<file path="config.mk">
export PLATFORM = sky130hd
export DESIGN_NAME = combo_score_tracker
export DESIGN_NICKNAME = d
export VERILOG_FILES = /design/src/rtl/combo_score_tracker.sv
export SDC_FILE = /design/constraint.sdc
export NUM_CORES = 1
export LEC_CHECK = 0
export BUFFER_PORTS_ARGS = -buffer_cell sky130_fd_sc_hd__buf_2
export CORE_AREA = 4 4 84 86
export DETAILED_ROUTE_END_ITERATION = 7
export DIE_AREA = 0 0 88 90
export PLACE_DENSITY = 0.74
export SYNTH_ARGS = -nofsm -noshare
export SYNTH_HDL_FRONTEND = slang
export SYNTH_SLANG_ARGS = --single-unit
</file>
<file path="constraint.sdc">
create_clock -name clk -period 5.6 [get_ports clk]
set_clock_uncertainty 0.15 [all_clocks]
set_input_delay 1.4 -clock clk [delete_from_list [all_inputs] [get_ports clk]]
set_output_delay 1.4 -clock clk [all_outputs]
set_load 0.02 [all_outputs]
</file>
<file path="src/rtl/combo_score_tracker.sv">
// Rhythm-game scoring: BCD score, current combo and best combo, with a
// registered display mux for the seven-segment driver.
module combo_score_tracker #(
    parameter logic [1:0] STATE_RESET = 2'b00,
    parameter logic [1:0] STATE_PAUSE = 2'b01,
    parameter logic [1:0] STATE_GAME  = 2'b10
) (
    input  logic        clk,
    input  logic        rst,
    input  logic [1:0]  game_state,
    input  logic        display_combo_en,
    input  logic        hit_valid,
    input  logic        hit_perfect,
    input  logic        miss,
    output logic [15:0] score_bcd,
    output logic [7:0]  combo_bcd,
    output logic [7:0]  max_combo_bcd,
    output logic [15:0] disp_bcd,
    output logic        new_record
);

    // Four-digit BCD add of a small point value; any carry out of the top
    // digit pins the result at 9999 instead of wrapping.
    function automatic logic [15:0] bcd_add_sat(input logic [15:0] a, input logic [2:0] pts);
        logic [4:0]  d;
        logic [3:0]  c;
        logic [15:0] r;
        c = {1'b0, pts};
        r = '0;
        for (int i = 0; i < 4; i++) begin
            d = {1'b0, a[i*4 +: 4]} + {1'b0, c};
            if (d > 5'd9) begin
                r[i*4 +: 4] = 4'(d - 5'd10);
                c = 4'd1;
            end else begin
                r[i*4 +: 4] = d[3:0];
                c = 4'd0;
            end
        end
        if (c != 4'd0) r = 16'h9999;
        return r;
    endfunction

    function automatic logic [7:0] bcd_inc_sat(input logic [7:0] a);
        logic [7:0] r;
        if (a == 8'h99)
            r = 8'h99;
        else if (a[3:0] == 4'd9)
            r = {a[7:4] + 4'd1, 4'd0};
        else
            r = {a[7:4], a[3:0] + 4'd1};
        return r;
    endfunction

    logic [15:0] score_p0, score_n;
    logic [7:0]  combo_p0, combo_n;
    logic [7:0]  max_p0, max_n;
    logic        rec_p0, rec_n;
    logic        en_p0;
    logic [15:0] disp_p1;
    logic [2:0]  pts;

    always_comb begin
        score_n = score_p0;
        combo_n = combo_p0;
        max_n   = max_p0;
        rec_n   = 1'b0;
        pts     = hit_perfect ? 3'd2 : 3'd1;
        // Any nonzero tens digit means the combo before this hit is >= 10.
        if (combo_p0[7:4] != 4'd0) pts = {pts[1:0], 1'b0};

        if (game_state == STATE_RESET) begin
            score_n = '0;
            combo_n = '0;
            max_n   = '0;
        end else if (game_state == STATE_GAME) begin
            if (miss) begin
                combo_n = '0;
            end else if (hit_valid) begin
                score_n = bcd_add_sat(score_p0, pts);
                combo_n = bcd_inc_sat(combo_p0);
                // Valid BCD orders the same as plain binary.
                if (combo_n > max_p0) begin
                    max_n = combo_n;
                    rec_n = 1'b1;
                end
            end
        end
    end

    // Stage 0: counters and record pulse
    always_ff @(posedge clk or posedge rst) begin
        if (rst) begin
            score_p0 <= '0;
            combo_p0 <= '0;
            max_p0   <= '0;
            rec_p0   <= 1'b0;
            en_p0    <= 1'b0;
        end else begin
            score_p0 <= score_n;
            combo_p0 <= combo_n;
            max_p0   <= max_n;
            rec_p0   <= rec_n;
            en_p0    <= display_combo_en;
        end
    end

    // Stage 1: display register, fed from the settled counters
    always_ff @(posedge clk or posedge rst) begin
        if (rst)
            disp_p1 <= '0;
        else
            disp_p1 <= en_p0 ? {combo_p0, max_p0} : score_p0;
    end

    assign score_bcd     = score_p0;
    assign combo_bcd     = combo_p0;
    assign max_combo_bcd = max_p0;
    assign new_record    = rec_p0;
    assign disp_bcd      = disp_p1;

endmodule

</file>
==> impl_metrics.py, run 1 <==
metrics = {
    "place": {
        "dp_hpwl_microns": 5840,
        "dpl_cell_area_sq_um": 3710,
        "portBuffers": 56,
        "place_congestion": 0.819,
        "place_ws_ns": -0.568,
        "dp.cells": 453,
    },
    "outcome": {
        "outcome": "finished, violations left",
        "violations": "setup timing",
    },
    "synth": {
        "yosysMostFrequentCell": "dfrtp_1",
        "synthTopCellsByArea": "dfrtp_1, ha_1, mux2_2",
        "synth_edf_count": 0,
        "synth_top_area_share_pct": 41.1,
        "syn-num-nets": 335,
        "synth_top_cell_by_area": "dfrtp_1",
        "synthCells": 299,
        "synthDistinctLibCells": 53,
        "syn_area_sq_um": 3040,
        "async_flop_share_pct": 100,
        "ys.flop_type": "dfrtp_1",
        "ys_ff_latch": 50,
        "yosysWarnings": 0,
        "avgSynthCellArea_sq_um": 10.2,
        "synth_common_cells": "dfrtp_1, inv_1, ha_1",
        "synth-seq-area-share_pct": 41.1,
    },
    "min_path": {
        "min_path_type": "reg2reg",
    },
    "sta": {
        "finalSetupViolations": 13,
        "rsz0062_at_grt": "yes",
        "slew_headroom_pct": 23.8,
        "fin_crit_ns": 5.73,
        "drv_slew": 0,
        "finalHoldViolCount": 0,
        "worstMarginPinSlew_ns": 1.14,
        "fmax_mhz": 175,
        "period_share_pct": 102,
        "worst_slack_ns": -0.128,
        "fin_tns_setup_ns": -0.793,
    },
    "grt": {
        "grtUsageMet2_pct": 33.8,
        "grtUsageTotal_pct": 20.7,
        "grt_pass1_vias": 2618,
        "grt_max_degree": 51,
        "grt-ovfl-total": 0,
        "grt_pass1_wl_microns": 13000,
        "busiest_layer": "met2",
        "antenna_found_initial": 0,
        "met3_usage_pct": 4.02,
        "grtUsageMet1_pct": 28.5,
    },
    "route": {
        "detail_route.drc_violations": 0,
        "routed_wirelength_microns": 8040,
        "ant_nets": 0,
        "drtIter0Drc": 130,
        "wl_per_cell_microns": 17.3,
        "vias_per_cell": 5.62,
        "via_count": 2615,
        "drt_pass1_iterations": 4,
    },
    "worst_setup_path": {
        "path_class": "in2reg",
        "endpoint_kind": "flip-flop",
        "critPathRequiredTime_ns": 5.70,
        "crit_fanout": 5,
        "cp-start-kind": "input port",
        "critPathArrivalTime_ns": 5.83,
    },
    "die": {
        "ios": 57,
        "dieWidth_microns": 88,
        "die_height_microns": 90,
        "rows": 29,
        "die_area_sq_um": 7920,
        "coreArea_sq_um": 6280,
        "start_util_pct": 48.5,
    },
    "finish": {
        "multi_input_area_sq_um": 1810,
        "fin_nets": 423,
        "fillers": 511,
        "antenna_cells": 0,
        "final_area_sq_um": 3950,
        "drive_gt1_share_pct": 38.4,
        "instances_no_fill": 465,
        "areaGrowthSynthToFinish_pct": 29.9,
        "area.sequential_sq_um": 1250,
    },
    "pwr": {
        "power.density_nw_per_um2": 202,
        "peakVddDrop_mv": 0.144,
        "static-leakage-power_nw": 2.03,
    },
    "clock_tree": {
        "clkTransAtPathRegs_ns": 0.10,
        "insertion_delay_ns": 0.31,
        "htree_levels": 2,
        "postCtsHoldBufs": 0,
        "root_buffer": "clkbuf_8",
        "clock_tree.buffer_depth": 2,
        "cts_tree": "built",
        "cts_buffers": 5,
        "clock_sinks": 50,
    },
    "flow_run": {
        "maxCapViolCount": 0,
    },
}
-- cells by family after synthesis --
kind of cell / share of synthesized area [%]
buf+inv: 5.10
fa+ha+maj: 11.8
mux: 8.18
xor+xnor: 3.17
compound gates: 19.5
flops: 41.1
simple gates: 11.2
-- per-layer routing --
metal  share of wire, %  vias up
li1                   -     1237
met1                 44     1294
met2                 49       78
met3                5.9        6
met4               0.93        0
met5                  0        -
-- placed cells by master (no fill, tap or decap), types with 2 or more instances in the layout --
cell type / n
nand4_1: 3
dfrtp_1: 50
nand2_1: 22
o31ai_2: 3
nand2b_1: 3
o21ai_1: 9
nor3b_1: 2
inv_2: 3
nor2_1: 17
buf_2: 55
a21oi_4: 2
a21oi_1: 12
nor2_4: 2
o21ai_2: 2
ha_4: 8
a21oi_2: 2
ha_1: 19
clkbuf_8: 5
o211ai_1: 2
o22a_1: 2
a22o_1: 11
buf_4: 33
xor2_1: 2
a311oi_1: 2
xnor2_1: 9
mux2i_1: 8
o21ai_0: 14
inv_1: 26
a211oi_1: 2
mux2_2: 15
nand3_1: 8
-- path summary, 6_finish.rpt --
kind	start	end	slack, ns	cells after the start
min in group asynchronous	rst	combo_bcd[2]$_DFFE_PP0P_	1.18	2
max in group asynchronous	rst	disp_bcd[6]$_DFF_PP0_	3.49	2
hold / removal	max_combo_bcd[1]$_DFFE_PP0P_	disp_bcd[1]$_DFF_PP0_	0.41	1
setup / recovery	hit_perfect	score_bcd[6]$_DFFE_PP0P_	-0.13	25
setup reg to reg	combo_bcd[5]$_DFFE_PP0P_	score_bcd[6]$_DFFE_PP0P_	0.24	27
hold reg to reg	max_combo_bcd[1]$_DFFE_PP0P_	disp_bcd[1]$_DFF_PP0_	0.41	1
-- through the flow --
stage               power (mW)  utilization [%]  hold WS (ns)
floorplan                0.478                -         0.469
global placement         0.520             59.1         0.392
detailed placement       0.525             59.1         0.398
CTS                      0.798             62.9         0.423
global route             0.831             63.0         0.465
finish                   0.798             63.0         0.414
-- worst max-delay path, cell delays in order --
cell       delay [ns]
buf_12           0.09
inv_12           0.03
ha_4             0.15
ha_4             0.16
fa_2             0.51
nor2_4           0.12
a32oi_2          0.07
o211ai_2         0.23
inv_2            0.06
ha_4             0.17
ha_4             0.27
o21ai_1          0.05
or2_1            0.27
a2bb2oi_4        0.16
ha_4             0.17
ha_4             0.20
o22a_1           0.19
o22a_1           0.20
ha_4             0.19
ha_4             0.22
nand2b_4         0.16
a211oi_4         0.30
a31oi_4          0.09
o31ai_2          0.22
a22o_1           0.15
-- state kept, by name, indices dropped and copies added (netlist names) --
signal	count
new_record	1
disp_bcd	16
score_bcd	16
max_combo_bcd	8
combo_bcd	8
en_p0	1
-- where the power goes --
part | internal [mW] | switching [mW] | total, mW
registers | 0.373 | 0.0155 | 0.388
clock network | 0.136 | 0.134 | 0.271
logic | 0.0559 | 0.0835 | 0.139
total | 0.565 | 0.233 | 0.798
-- final cells by class --
class | instances | share of cell area [%]
clock buffer | 5 | 1.74
clock inverter | 3 | 1.23
sequential | 50 | 31.7
multi-input combinational | 210 | 45.7
timing repair buffer | 90 | 14.0
inverter | 30 | 3.17
tap | 77 | 2.44
-- repair_timing --
item,in CTS,in global routing
pin swaps,14,9
resized for setup,18,3
cloned,0,0
endpoints found under the setup margin,15,15
buffers inserted,4,0
(Power assumes the default switching activity.)
==> inputs of run 2 (changes only) <==
--- a/config.mk
+++ b/config.mk
@@ -10,6 +10,7 @@
 export DETAILED_ROUTE_END_ITERATION = 7
 export DIE_AREA = 0 0 88 90
 export PLACE_DENSITY = 0.74
+export SKIP_CTS_REPAIR_TIMING = 1
 export SYNTH_ARGS = -nofsm -noshare
 export SYNTH_HDL_FRONTEND = slang
 export SYNTH_SLANG_ARGS = --single-unit
==> run 2 against run 1 <==
Critical path depth up 1. Critical path type unchanged. The run still ends with setup timing left. Clock power about the same. Setup slack worse by 0.031 ns.
==> impl_metrics.py, run 2 (same netlist as run 1, synthesis figures left out) <==
metrics = {
    "worst_setup_path": {
        "path_class": "in2reg",
        "crit_fanout": 6,
        "slowest_stage": "fa_2",
        "max_stage_delay_ns": 0.42,
        "crit_top_cell": "ha_4",
        "critPathRequiredTime_ns": 5.66,
        "endpoint_kind": "flip-flop",
        "cp-start-kind": "input port",
        "critPathArrivalTime_ns": 5.81,
    },
    "outcome": {
        "violations": "setup timing",
        "outcome": "finished, violations left",
    },
    "finish": {
        "postLayoutCoreUtil_pct": 63.0,
        "drive_gt1_share_pct": 38.8,
        "final_cell_mix": "buf_2, dfrtp_1, buf_4",
        "instances_no_fill": 464,
        "areaGrowthSynthToFinish_pct": 30.0,
        "mostFrequentLayoutCell": "buf_2",
        "antenna_cells": 0,
        "final_area_sq_um": 3960,
        "fin_nets": 422,
    },
    "route": {
        "drt_pass1_iterations": 4,
        "wl_per_cell_microns": 17.3,
        "vias_per_cell": 5.67,
        "ant_nets": 0,
        "via_count": 2632,
        "drtIter0Drc": 118,
        "detail_route.drc_violations": 0,
        "routed_wirelength_microns": 8030,
    },
    "die": {
        "die_area_sq_um": 7920,
        "dieWidth_microns": 88,
        "start_util_pct": 48.5,
        "die_height_microns": 90,
        "coreArea_sq_um": 6280,
        "ios": 57,
        "rows": 29,
    },
    "min_path": {
        "min_path_type": "reg2reg",
    },
    "sta": {
        "worstMarginPinSlew_ns": 1.13,
        "whs_ns": 0.414,
        "fin_crit_ns": 5.76,
        "fin_tns_setup_ns": -1.67,
        "finalSetupViolations": 15,
        "drv_slew": 0,
        "slew_headroom_pct": 24.6,
        "worst_slack_ns": -0.159,
        "fmax_mhz": 174,
        "rsz0062_at_grt": "yes",
        "finalHoldViolCount": 0,
        "period_share_pct": 103,
    },
    "place": {
        "dp_hpwl_microns": 5840,
        "portBuffers": 56,
        "place_ws_ns": -0.568,
        "dpl_cell_area_sq_um": 3710,
        "dp.cells": 453,
        "place_congestion": 0.819,
    },
    "grt": {
        "antenna_found_initial": 0,
        "grt_max_degree": 51,
        "grtUsageTotal_pct": 20.1,
        "grt_pass1_wl_microns": 12700,
        "grt_pass1_vias": 2585,
        "grt-ovfl-total": 0,
    },
    "flow_run": {
        "maxCapViolCount": 0,
    },
    "clock_tree": {
        "htree_levels": 2,
        "cts_buffers": 5,
        "clkTransAtPathRegs_ns": 0.10,
        "clock_tree.buffer_depth": 2,
        "insertion_delay_ns": 0.31,
        "cts_tree": "built",
        "clock_sinks": 50,
        "root_buffer": "clkbuf_8",
    },
    "pwr": {
        "peakVddDrop_mv": 0.148,
        "power.density_nw_per_um2": 202,
        "static-leakage-power_nw": 2.02,
        "total_power_uw": 801,
    },
}
[run 2: routing by layer]
metal	global-route usage (%)	part of all wire, %	up-vias
met5	0	0	-
met2	32.4	48	87
met4	4.09	1.8	0
met1	27.9	43	1298
li1	-	-	1234
met3	4.02	6.4	13
[run 2: where the power goes]
| group | leakage, nW | internal [mW] | switching [mW] |
|---|---|---|---|
| clock network | 0.0563 | 0.136 | 0.134 |
| registers | 0.691 | 0.373 | 0.0153 |
| logic | 1.27 | 0.0580 | 0.0849 |
[run 2: worst max-delay path, delay by kind of cell]
family          cells  cell delay (ns)
compound gates     10             1.40
fa+ha+maj           9             1.96
buf+inv             4             0.33
simple gates        3             0.71
[run 2: final cells by class]
cell class	count	area [sq um]
fillers	508	2320
multi-input cells	210	1820
flip-flops and latches	50	1250
repair buffers	89	547
inverters	30	125
well taps	77	96.3
clock buffers	5	68.8
clock inverters	3	48.8
[run 2: path summary, 6_finish.rpt]
kind | cells after the start | to | slack (ns) | from
min in group asynchronous | 2 | combo_bcd[2]$_DFFE_PP0P_ | 1.18 | rst
hold reg to reg | 1 | disp_bcd[1]$_DFF_PP0_ | 0.41 | max_combo_bcd[1]$_DFFE_PP0P_
hold / removal | 1 | disp_bcd[1]$_DFF_PP0_ | 0.41 | max_combo_bcd[1]$_DFFE_PP0P_
setup / recovery | 26 | score_bcd[7]$_DFFE_PP0P_ | -0.16 | hit_perfect
setup reg to reg | 28 | score_bcd[7]$_DFFE_PP0P_ | 0.22 | combo_bcd[5]$_DFFE_PP0P_
max in group asynchronous | 2 | disp_bcd[7]$_DFF_PP0_ | 3.48 | rst
